`src/rtl/ps2_key_pkg.sv`:
```
// ---------------------------------------------------------------------------
// ps2_key_pkg
// Shared definitions for the PS/2 key decoder:
//   - KEY_TABLE  : the eight Set-2 make codes that can be mapped, in index order
//   - CODE_E0/F0 : extended and break prefix bytes
//   - state_t    : prefix FSM states
//   - key_lookup : returns {hit, index} for a code among the first num_keys entries
// ---------------------------------------------------------------------------
package ps2_key_pkg;

   localparam int MAX_KEYS = 8;

   localparam logic [7:0] CODE_E0 = 8'hE0;
   localparam logic [7:0] CODE_F0 = 8'hF0;

   // Packed so that entry i sits in bits [8*i +: 8]; entry 0 is 2B (F).
   localparam logic [MAX_KEYS-1:0][7:0] KEY_TABLE = {
      8'h23, 8'h21, 8'h32, 8'h1C, 8'h22, 8'h33, 8'h15, 8'h2B
   };

   typedef enum logic [1:0] {
      ST_IDLE    = 2'd0,
      ST_BRK     = 2'd1,
      ST_EXT     = 2'd2,
      ST_EXT_BRK = 2'd3
   } state_t;

   typedef struct packed {
      logic       hit;
      logic [2:0] idx;
   } lookup_t;

   function automatic lookup_t key_lookup(input logic [7:0] code, input int num_keys);
      lookup_t res;
      res = '0;
      for (int i = 0; i < MAX_KEYS; i++) begin
         if (i < num_keys && !res.hit && KEY_TABLE[i] == code) begin
            res.hit = 1'b1;
            res.idx = 3'(i);
         end
      end
      return res;
   endfunction

endpackage

```
`src/rtl/ps2_prefix_fsm.sv`:
```
// ---------------------------------------------------------------------------
// ps2_prefix_fsm
// Byte-accept edge detector, E0/F0 prefix state machine and prefix timeout.
// Ports:
//   i_clk, i_rst_n   : clock, asynchronous active-low reset
//   i_flag           : byte-valid level from the PS/2 receiver
//   i_scancode       : received byte (stable while i_flag is high)
//   o_make_evt       : combinational, high in the accept cycle of a plain make
//   o_brk_evt        : combinational, high in the accept cycle of a plain break
//   o_code           : byte that accompanies o_make_evt / o_brk_evt
//   o_seq_error      : registered one-cycle pulse on timeout or illegal prefix
// ---------------------------------------------------------------------------
module ps2_prefix_fsm
   import ps2_key_pkg::*;
#(
   parameter int TIMEOUT_CYC = 1_000_000
) (
   input  logic       i_clk,
   input  logic       i_rst_n,
   input  logic       i_flag,
   input  logic [7:0] i_scancode,
   output logic       o_make_evt,
   output logic       o_brk_evt,
   output logic [7:0] o_code,
   output logic       o_seq_error
);

   localparam int CNT_W = (TIMEOUT_CYC > 2) ? $clog2(TIMEOUT_CYC) : 1;
   localparam logic [CNT_W-1:0] CNT_LAST = CNT_W'(TIMEOUT_CYC - 1);

   state_t           r_state;
   state_t           w_state_next;
   logic [CNT_W-1:0] r_cnt;
   logic [CNT_W-1:0] w_cnt_next;
   logic             r_flag_q;
   logic             r_seq_error;
   logic             w_err_next;
   logic             w_accept;

   // r_flag_q resets high so a flag already asserted at reset release is skipped.
   assign w_accept = i_flag && !r_flag_q;
   assign o_code   = i_scancode;
   assign o_seq_error = r_seq_error;

   always_ff @(posedge i_clk or negedge i_rst_n) begin
      if (!i_rst_n) begin
         r_state     <= ST_IDLE;
         r_cnt       <= '0;
         r_flag_q    <= 1'b1;
         r_seq_error <= 1'b0;
      end else begin
         r_state     <= w_state_next;
         r_cnt       <= w_cnt_next;
         r_flag_q    <= i_flag;
         r_seq_error <= w_err_next;
      end
   end

   always_comb begin
      w_state_next = r_state;
      w_cnt_next   = r_cnt;
      w_err_next   = 1'b0;
      o_make_evt   = 1'b0;
      o_brk_evt    = 1'b0;
      // An accepted byte takes priority over a timeout expiring in the same cycle.
      if (w_accept) begin
         w_cnt_next = '0;
         case (r_state)
            ST_IDLE: begin
               if (i_scancode == CODE_E0)      w_state_next = ST_EXT;
               else if (i_scancode == CODE_F0) w_state_next = ST_BRK;
               else                            o_make_evt   = 1'b1;
            end
            ST_BRK: begin
               w_state_next = ST_IDLE;
               if (i_scancode == CODE_E0 || i_scancode == CODE_F0) w_err_next = 1'b1;
               else                                                o_brk_evt  = 1'b1;
            end
            ST_EXT: begin
               if (i_scancode == CODE_F0) w_state_next = ST_EXT_BRK;
               else                       w_state_next = ST_IDLE;
            end
            default: w_state_next = ST_IDLE;
         endcase
      end else if (r_state != ST_IDLE) begin
         if (r_cnt == CNT_LAST) begin
            w_state_next = ST_IDLE;
            w_cnt_next   = '0;
            w_err_next   = 1'b1;
         end else begin
            w_cnt_next = r_cnt + 1'b1;
         end
      end
   end

endmodule

```
`src/rtl/ps2_key_decoder.sv`:
```
// ---------------------------------------------------------------------------
// ps2_key_decoder
// Turns PS/2 Set-2 bytes into glyph-address events for the character renderer.
// Ports:
//   vga_clk, rst_n    : pixel clock, asynchronous active-low reset
//   flag, scancode    : byte-valid level and byte from the PS/2 receiver
//   start_address_out : glyph start address of the last accepted make
//   char_enable       : one-cycle pulse on an accepted, non-suppressed make
//   key_held          : per-key pressed mask
//   break_pulse       : one-cycle pulse on the break of a held mapped key
//   seq_error         : one-cycle pulse on prefix timeout or illegal prefix
// ---------------------------------------------------------------------------
module ps2_key_decoder
   import ps2_key_pkg::*;
#(
   parameter int NUM_KEYS        = 4,
   parameter int ADDR_W          = 6,
   parameter int GLYPH_STRIDE    = 16,
   parameter int REPEAT_SUPPRESS = 1,
   parameter int TIMEOUT_CYC     = 1_000_000
) (
   input  logic                vga_clk,
   input  logic                rst_n,
   input  logic                flag,
   input  logic [7:0]          scancode,
   output logic [ADDR_W-1:0]   start_address_out,
   output logic                char_enable,
   output logic [NUM_KEYS-1:0] key_held,
   output logic                break_pulse,
   output logic                seq_error
);

   if (NUM_KEYS < 1 || NUM_KEYS > MAX_KEYS) begin : g_bad_num_keys
      $error("ps2_key_decoder: NUM_KEYS must be in 1..8");
   end
   if (NUM_KEYS * GLYPH_STRIDE > 2 ** ADDR_W) begin : g_bad_addr_w
      $error("ps2_key_decoder: glyph addresses do not fit in ADDR_W bits");
   end

   logic                w_make_evt;
   logic                w_brk_evt;
   logic [7:0]          w_code;
   lookup_t             w_lk;
   logic [NUM_KEYS-1:0] w_key_hot;
   logic                w_was_held;
   logic [ADDR_W-1:0]   w_addr;

   logic [ADDR_W-1:0]   r_addr;
   logic                r_char_enable;
   logic                r_break_pulse;
   logic [NUM_KEYS-1:0] r_key_held;

   ps2_prefix_fsm #(
      .TIMEOUT_CYC (TIMEOUT_CYC)
   ) u_fsm (
      .i_clk       (vga_clk),
      .i_rst_n     (rst_n),
      .i_flag      (flag),
      .i_scancode  (scancode),
      .o_make_evt  (w_make_evt),
      .o_brk_evt   (w_brk_evt),
      .o_code      (w_code),
      .o_seq_error (seq_error)
   );

   assign w_lk = key_lookup(w_code, NUM_KEYS);

   // One-hot of the looked-up key; all zero for an unmapped code.
   for (genvar gi = 0; gi < NUM_KEYS; gi++) begin : g_hot
      assign w_key_hot[gi] = w_lk.hit && (w_lk.idx == 3'(gi));
   end

   assign w_was_held = |(r_key_held & w_key_hot);
   assign w_addr     = ADDR_W'(w_lk.idx) * ADDR_W'(GLYPH_STRIDE);

   always_ff @(posedge vga_clk or negedge rst_n) begin
      if (!rst_n) begin
         r_addr        <= '0;
         r_char_enable <= 1'b0;
         r_break_pulse <= 1'b0;
         r_key_held    <= '0;
      end else begin
         r_char_enable <= 1'b0;
         r_break_pulse <= 1'b0;
         if (w_make_evt && w_lk.hit) begin
            r_key_held <= r_key_held | w_key_hot;
            if (!w_was_held || REPEAT_SUPPRESS == 0) begin
               r_addr        <= w_addr;
               r_char_enable <= 1'b1;
            end
         end else if (w_brk_evt && w_was_held) begin
            r_key_held    <= r_key_held & ~w_key_hot;
            r_break_pulse <= 1'b1;
         end
      end
   end

   assign start_address_out = r_addr;
   assign char_enable       = r_char_enable;
   assign break_pulse       = r_break_pulse;
   assign key_held          = r_key_held;

endmodule

```
`config.mk`:
```
export PLATFORM = sky130hd
export DESIGN_NAME = ps2_key_decoder
export DESIGN_NICKNAME = d
export VERILOG_FILES = /design/src/rtl/ps2_key_pkg.sv /design/src/rtl/ps2_prefix_fsm.sv /design/src/rtl/ps2_key_decoder.sv
export SDC_FILE = /design/constraint.sdc
export NUM_CORES = 1
export LEC_CHECK = 0
export CORE_UTILIZATION = 45
export DETAILED_ROUTE_END_ITERATION = 10
export PLACE_DENSITY = 0.67
export SLEW_MARGIN = 25
export SYNTH_ARGS = -nofsm -noshare
export SYNTH_HDL_FRONTEND = slang
export SYNTH_SLANG_ARGS = --single-unit
```
`constraint.sdc`:
```
create_clock -name vga_clk -period 3.3 [get_ports vga_clk]
set_clock_uncertainty 0.05 [all_clocks]
set_input_delay 0.33 -clock vga_clk [delete_from_list [all_inputs] [get_ports vga_clk]]
set_output_delay 0.33 -clock vga_clk [all_outputs]
set_load 0.005 [all_outputs]
```
==> out/metrics.cfg, run 1 <==
[place]
place_hpwl_um=2645
place_congestion=0.8806
portBuffers=19

[cts]
cts_buffers=5
cts_sinks=32
hold_buffers=0
clockBufferDepth=2
clkTransAtPathRegs_ps=70
post_cts_buffers=0
cts_tree=built
cts_root_buffer=clkbuf_8
cts_resized=0
worst_skew_pair.late_latency_ps=280
htreeDepth=2

[grt]
antenna_found_initial=0
grt-ovfl-total=0
grt_pass1_wl_um=6354
grt_start_max_net_pins=33
grt_pass1_vias=1371
grt_usage=0.2011

[timing]
setup_viol=0
relSlewSlack=0.6487
report.final.slew_viol_count=0
rsz0062_at_grt=no
fmax_ghz=0.4782
hold_violations=0
min_period_ps=2091
finalCritPeriodShare=0.6337
fin_tns_setup_ps=0
tightest_slew_ps=527.0

[routing]
dr_total_vias=1409
wl_per_cell_um=14.21
antenna_left=0
first_pass_iters=4
drt-initial-drc-count=72
via_per_inst=5.614
drc=0
drt_wl_total_um=3566

[final_layout]
final_core_util=0.5606
synthToLayoutAreaGrowth_pct=17.50
final_nets=215
diodes=0
final_layout_size_suffix_gt1_frac=0.1034
fillers=323

[floorplan]
dieHeight_um=64.77
core_mm2=0.003716
die_w_um=64.77
rows=22
ioPinCount=24
start_util=0.4771
dieArea_mm2=0.004195

[logic_synthesis]
synth-main-ff-cell=dfrtp_1
yosys_warnings=0
synth_top_area_cell=dfrtp_1
synth_edf_count=0
yosysSeqAreaShare=0.4524
postSynthCellCount=181
synthTopCellsByCount=dfrtp_1, nor2_1, nand2_1
ys_async_sr_fraction=1.000
avgSynthCellArea_um2=9.795
yosysMostFrequentCell=dfrtp_1
synthesis.area_mm2=0.001773
ys_types=49
yosys-top-cells-area=dfrtp_1, nor2_1, xor2_1, nand2_1, xnor2_1
yosys_register_bits=32
synth_top_area_frac=0.4375

[setup_path]
arrival_ps=2190
r2r_slack_ps=1210
crit_type=flop to flop
r2r_start=u_fsm.r_cnt[7]
cp-end-kind=flop
startpoint_type=flop
critPathMaxFanout=15
reg2reg_depth=5
r2r_end=u_fsm.r_cnt[3]
critPathRequiredTime_ps=3390

[worst_hold_path]
hold_path.class=input port to asynchronous set/reset pin

[status]
status=completed

[power_and_ir_drop]
powerDensity_mw_per_mm2=371.3
leakage_nw=0.8724
peakVddDrop_mv=0.2262

[job]
drv_cap=0

==> logic make-up (layout without fill, tap and decap cells) <==
kind of cell | Yosys count | count (layout) | share of synthesized area
xor gates and xnor gates | 16 | 16 | 0.07904
muxes | 3 | 3 | 0.01835
DFF | 32 | 32 | 0.4524
buffers and inverters | 11 | 30 | 0.03740
other | 1 | 4 | 0.002115
AOI/OAI and AO/OA | 24 | 24 | 0.1200
and+or+nand+nor | 93 | 93 | 0.2837
adders and majority gates | 1 | 1 | 0.007056
==> layout by cell type (no fill, tap or decap), drive strengths merged, types with 2 or more instances in the layout <==
cell type,instances
nor2,27
o22a,2
inv,3
xor2,10
nand4,7
clkbuf,7
a21oi,3
nor3,5
nor2b,7
nand2,16
nand2b,4
or3,2
and3,2
nand4b,2
nand3,11
xnor2,6
nor3b,2
a2111oi,2
dfrtp,31
a32o,3
o21ai,7
clkdlybuf4s50,19
nor4,2
mux2,2
conb,4
and4,2
==> power breakdown <==
part,internal (mW),switching (mW),total (mW),leakage (nW)
clock,0.186,0.137,0.323,0.0503
sequential,0.396,0.00258,0.398,0.438
combinational,0.0222,0.0304,0.0525,0.384
total,0.604,0.170,0.774,0.872
==> layout make-up <==
class,count,area [µm²],share of cell area
multi-input cells,141,915.9,0.4396
well taps,48,60.06,0.02883
inverters,3,11.26,0.005405
flip-flops and latches,32,802.0,0.3850
repair buffers,20,197.7,0.09489
clock buffers,7,96.34,0.04625
==> metrics by stage <==
stage                     setup WS, ps  cells  hold WS [ps]  instance area, µm²  power (mW)
after floorplan                   1498    184        -15.59                1784      0.4300
after global placement            1029    244         442.0                1987      0.4572
after detailed placement         961.5    244         445.4                1987      0.4586
after CTS                         1228    251         412.2                2083      0.7858
after global routing              1048    251         439.2                2083      0.8045
final                             1209    251         395.5                2083      0.7736
==> layer usage <==
metal	part of all wire	vias up	routed length, µm	track usage
li1	-	675	-	-
met1	0.46	691	1655	0.2635
met2	0.47	35	1685	0.3125
met3	0.042	8	149	0.04754
met4	0.021	0	76	0.09167
met5	0	-	0	0
==> critical path: stages (launching register included) <==
cell     delay, ps
dfrtp_1        440
or4b_1         560
nor3_2         210
nand3_2        190
o21ai_4        400
nor2_1         100
==> worst max path at each step <==
stage	from	to	slack (ps)	cells past startpoint
floorplan	u_fsm.r_cnt[7]	u_fsm.r_cnt[14]	1500	6
global placement	scancode[5]	start_address_out[5]	1030	6
detailed placement	scancode[7]	start_address_out[5]	960	6
CTS	u_fsm.r_cnt[7]	u_fsm.r_cnt[3]	1230	5
global route	u_fsm.r_cnt[7]	u_fsm.r_cnt[3]	1050	5
finish	u_fsm.r_cnt[7]	u_fsm.r_cnt[3]	1210	5
(Power assumes the default switching activity.)
==> run 2, diff against run 1 <==
Settings changed: PLACE_DENSITY 0.67 to 0.7.
Clock period 3.3 ns to 1.82 ns, I/O delays scaled along.
==> out/metrics.cfg, run 2 (synthesized netlist as in run 1, its figures left out) <==
[status]
status=complete, but fails checks  ; was completed
violations=setup timing

[setup_path]
startpoint_type=flop  ; unchanged
arrival_ps=1970  ; was 2190 ps
crit_type=flop to flop  ; unchanged
reg2reg_depth=4  ; was 5
critPathRequiredTime_ps=1940  ; was 3390 ps
r2r_slack_ps=-30  ; was 1210 ps
r2r_end=start_address_out[4]  ; was u_fsm.r_cnt[3]
critPathMaxFanout=3  ; was 15
cp-end-kind=flop  ; unchanged

[floorplan]
dieArea_mm2=0.004195  ; unchanged
ioPinCount=24  ; unchanged
dieHeight_um=64.77  ; unchanged
rows=22  ; unchanged
die_w_um=64.77  ; unchanged
core_mm2=0.003716  ; unchanged
start_util=0.4771  ; unchanged

[power_and_ir_drop]
p_switching_mw=0.3451  ; was 0.1701 mW
p_sw_frac=0.2141  ; was 0.2199
leakage_nw=1.135  ; was 0.8724 nW
total_power_mw=1.612  ; was 0.7736 mW
peakVddDrop_mv=0.3642  ; was 0.2262 mV
powerDensity_mw_per_mm2=634.2  ; was 371.3 mW/mm²
p_clk_frac=0.467  ; was 0.417
power_frac_comb=0.085  ; was 0.068
p_seq_frac=0.448  ; was 0.515
intPower_mw=1.266  ; was 0.6035 mW

[routing]
via_per_inst=5.493  ; was 5.614
first_pass_iters=4  ; unchanged
dr_total_vias=1626  ; was 1409
drt-initial-drc-count=107  ; was 72
drt_wl_total_um=4747  ; was 3566 µm
drc=0  ; unchanged
wl_per_cell_um=16.04  ; was 14.21 µm
antenna_left=0  ; unchanged

[cts]
clockBufferDepth=2  ; unchanged
htreeDepth=2  ; unchanged
clkTransAtPathRegs_ps=60  ; was 70 ps
cts_root_buffer=clkbuf_8  ; unchanged
cts_sinks=32  ; unchanged
worst_skew_pair.late_latency_ps=290  ; was 280 ps
cts_tree=built  ; unchanged
cts_buffers=5  ; unchanged

[grt]
grt_pass1_vias=1641  ; was 1371
grt_usage=0.2469  ; was 0.2011
grt-ovfl-total=0  ; unchanged
grt_start_max_net_pins=33  ; unchanged
antenna_found_initial=0  ; unchanged
grt_pass1_wl_um=7790  ; was 6354 µm

[final_layout]
synthToLayoutAreaGrowth_pct=43.33  ; was 17.50%
final_layout_size_suffix_gt1_frac=0.2984  ; was 0.1034
diodes=0  ; unchanged
layout_common_cells=buf_4, dfrtp_1, nor2_1, nand2_1, clkdlybuf4s50_1  ; was dfrtp_1, nor2_1, clkdlybuf4s50_1, nand2_1
fillers=269  ; was 323
fin_cells=296  ; was 251
final_nets=259  ; was 215
layout_commonest_cell=buf_4  ; was dfrtp_1
final_area_mm2=0.002541  ; was 0.002083 mm²
final_core_util=0.6838  ; was 0.5606

[timing]
hold_violations=0  ; unchanged
rsz0062_at_grt=yes  ; was no
report.final.slew_viol_count=0  ; unchanged
min_period_ps=1848  ; was 2091 ps
fin_ws_ps=-28.18  ; was 1209 ps
setup_viol=2  ; was 0
finalCritPeriodShare=1.015  ; was 0.6337
fin_tns_setup_ps=-52.85  ; was 0 ps
fmax_ghz=0.5411  ; was 0.4782 GHz
hold_ws_ps=247.4  ; was 395.5 ps

[place]
place_congestion=0.8420  ; was 0.8806
pre_cts_ws_ps=-425.5  ; was 961.5 ps
placed_area_mm2=0.002320  ; was 0.001987 mm²
portBuffers=19  ; unchanged
place_hpwl_um=3316  ; was 2645 µm
placedCellCount=285  ; was 244

[worst_hold_path]
hold_path.class=input port to asynchronous set/reset pin  ; unchanged

[job]
drv_cap=0  ; unchanged

## run 2: changes by cell type in the layout (fill, tap and decap cells not counted), sizes merged
cell and change:
bufinv +1, dlygate4sd2 +8, buf +44, clkdlybuf4s50 -8
## run 2: worst max path at each step
stage	from	end	slack, ps	depth (start not counted)
global route	u_fsm.r_cnt[8]	u_fsm.r_cnt[13]	-70	7
floorplan	u_fsm.r_cnt[7]	u_fsm.r_cnt[5]	20	6
finish	flop	start_address_out[4]	-30	4
detailed placement	scancode[5]	start_address_out[5]	-430	6
global placement	scancode[5]	start_address_out[4]	-310	6
CTS	u_fsm.r_cnt[6]	u_fsm.r_cnt[10]	-30	6
## run 2: layer usage
layer  global-route usage  wire length (µm)  share of wire  vias up
met1               0.3060              1947           0.41      800
met5                    0                 0              0        -
li1                     -                 -              -      768
met3              0.05282               190          0.040       12
met4              0.08611                95          0.020        0
met2               0.4206              2513           0.53       46
## run 2: power groups by stage
stage               logic (mW)  registers (mW)  clock network (mW)
floorplan               0.0453           0.734                   0
global placement         0.130           0.735                   0
detailed placement       0.135           0.735                   0
CTS                      0.134           0.721               0.760
global route             0.151           0.721               0.785
finish                   0.138           0.722               0.752
## run 2: final cells by class
class	instances	area, µm²	share of cell area
clock buffers	7	96.34	0.03791
multi-input cells	141	991.0	0.3900
clock inverters	1	30.03	0.01182
inverters	3	11.26	0.004431
well taps	48	60.06	0.02363
flip-flops and latches	32	802.0	0.3156
repair buffers	64	550.5	0.2166
## run 2: timing repair
action                     4_1_cts  5_1_grt
pin swaps                        9        5
gates cloned                     0        0
resized for setup               15       10
setup buffers                    3        1
setup endpoints to repair       20       22
hold buffers                     0        0
## run 2: worst max-delay path: stages, from the launching register on
cell	delay, ps
dfrtp_1	410
a32o_1	280
a222oi_1	380
o211a_1	300
mux2_4	310
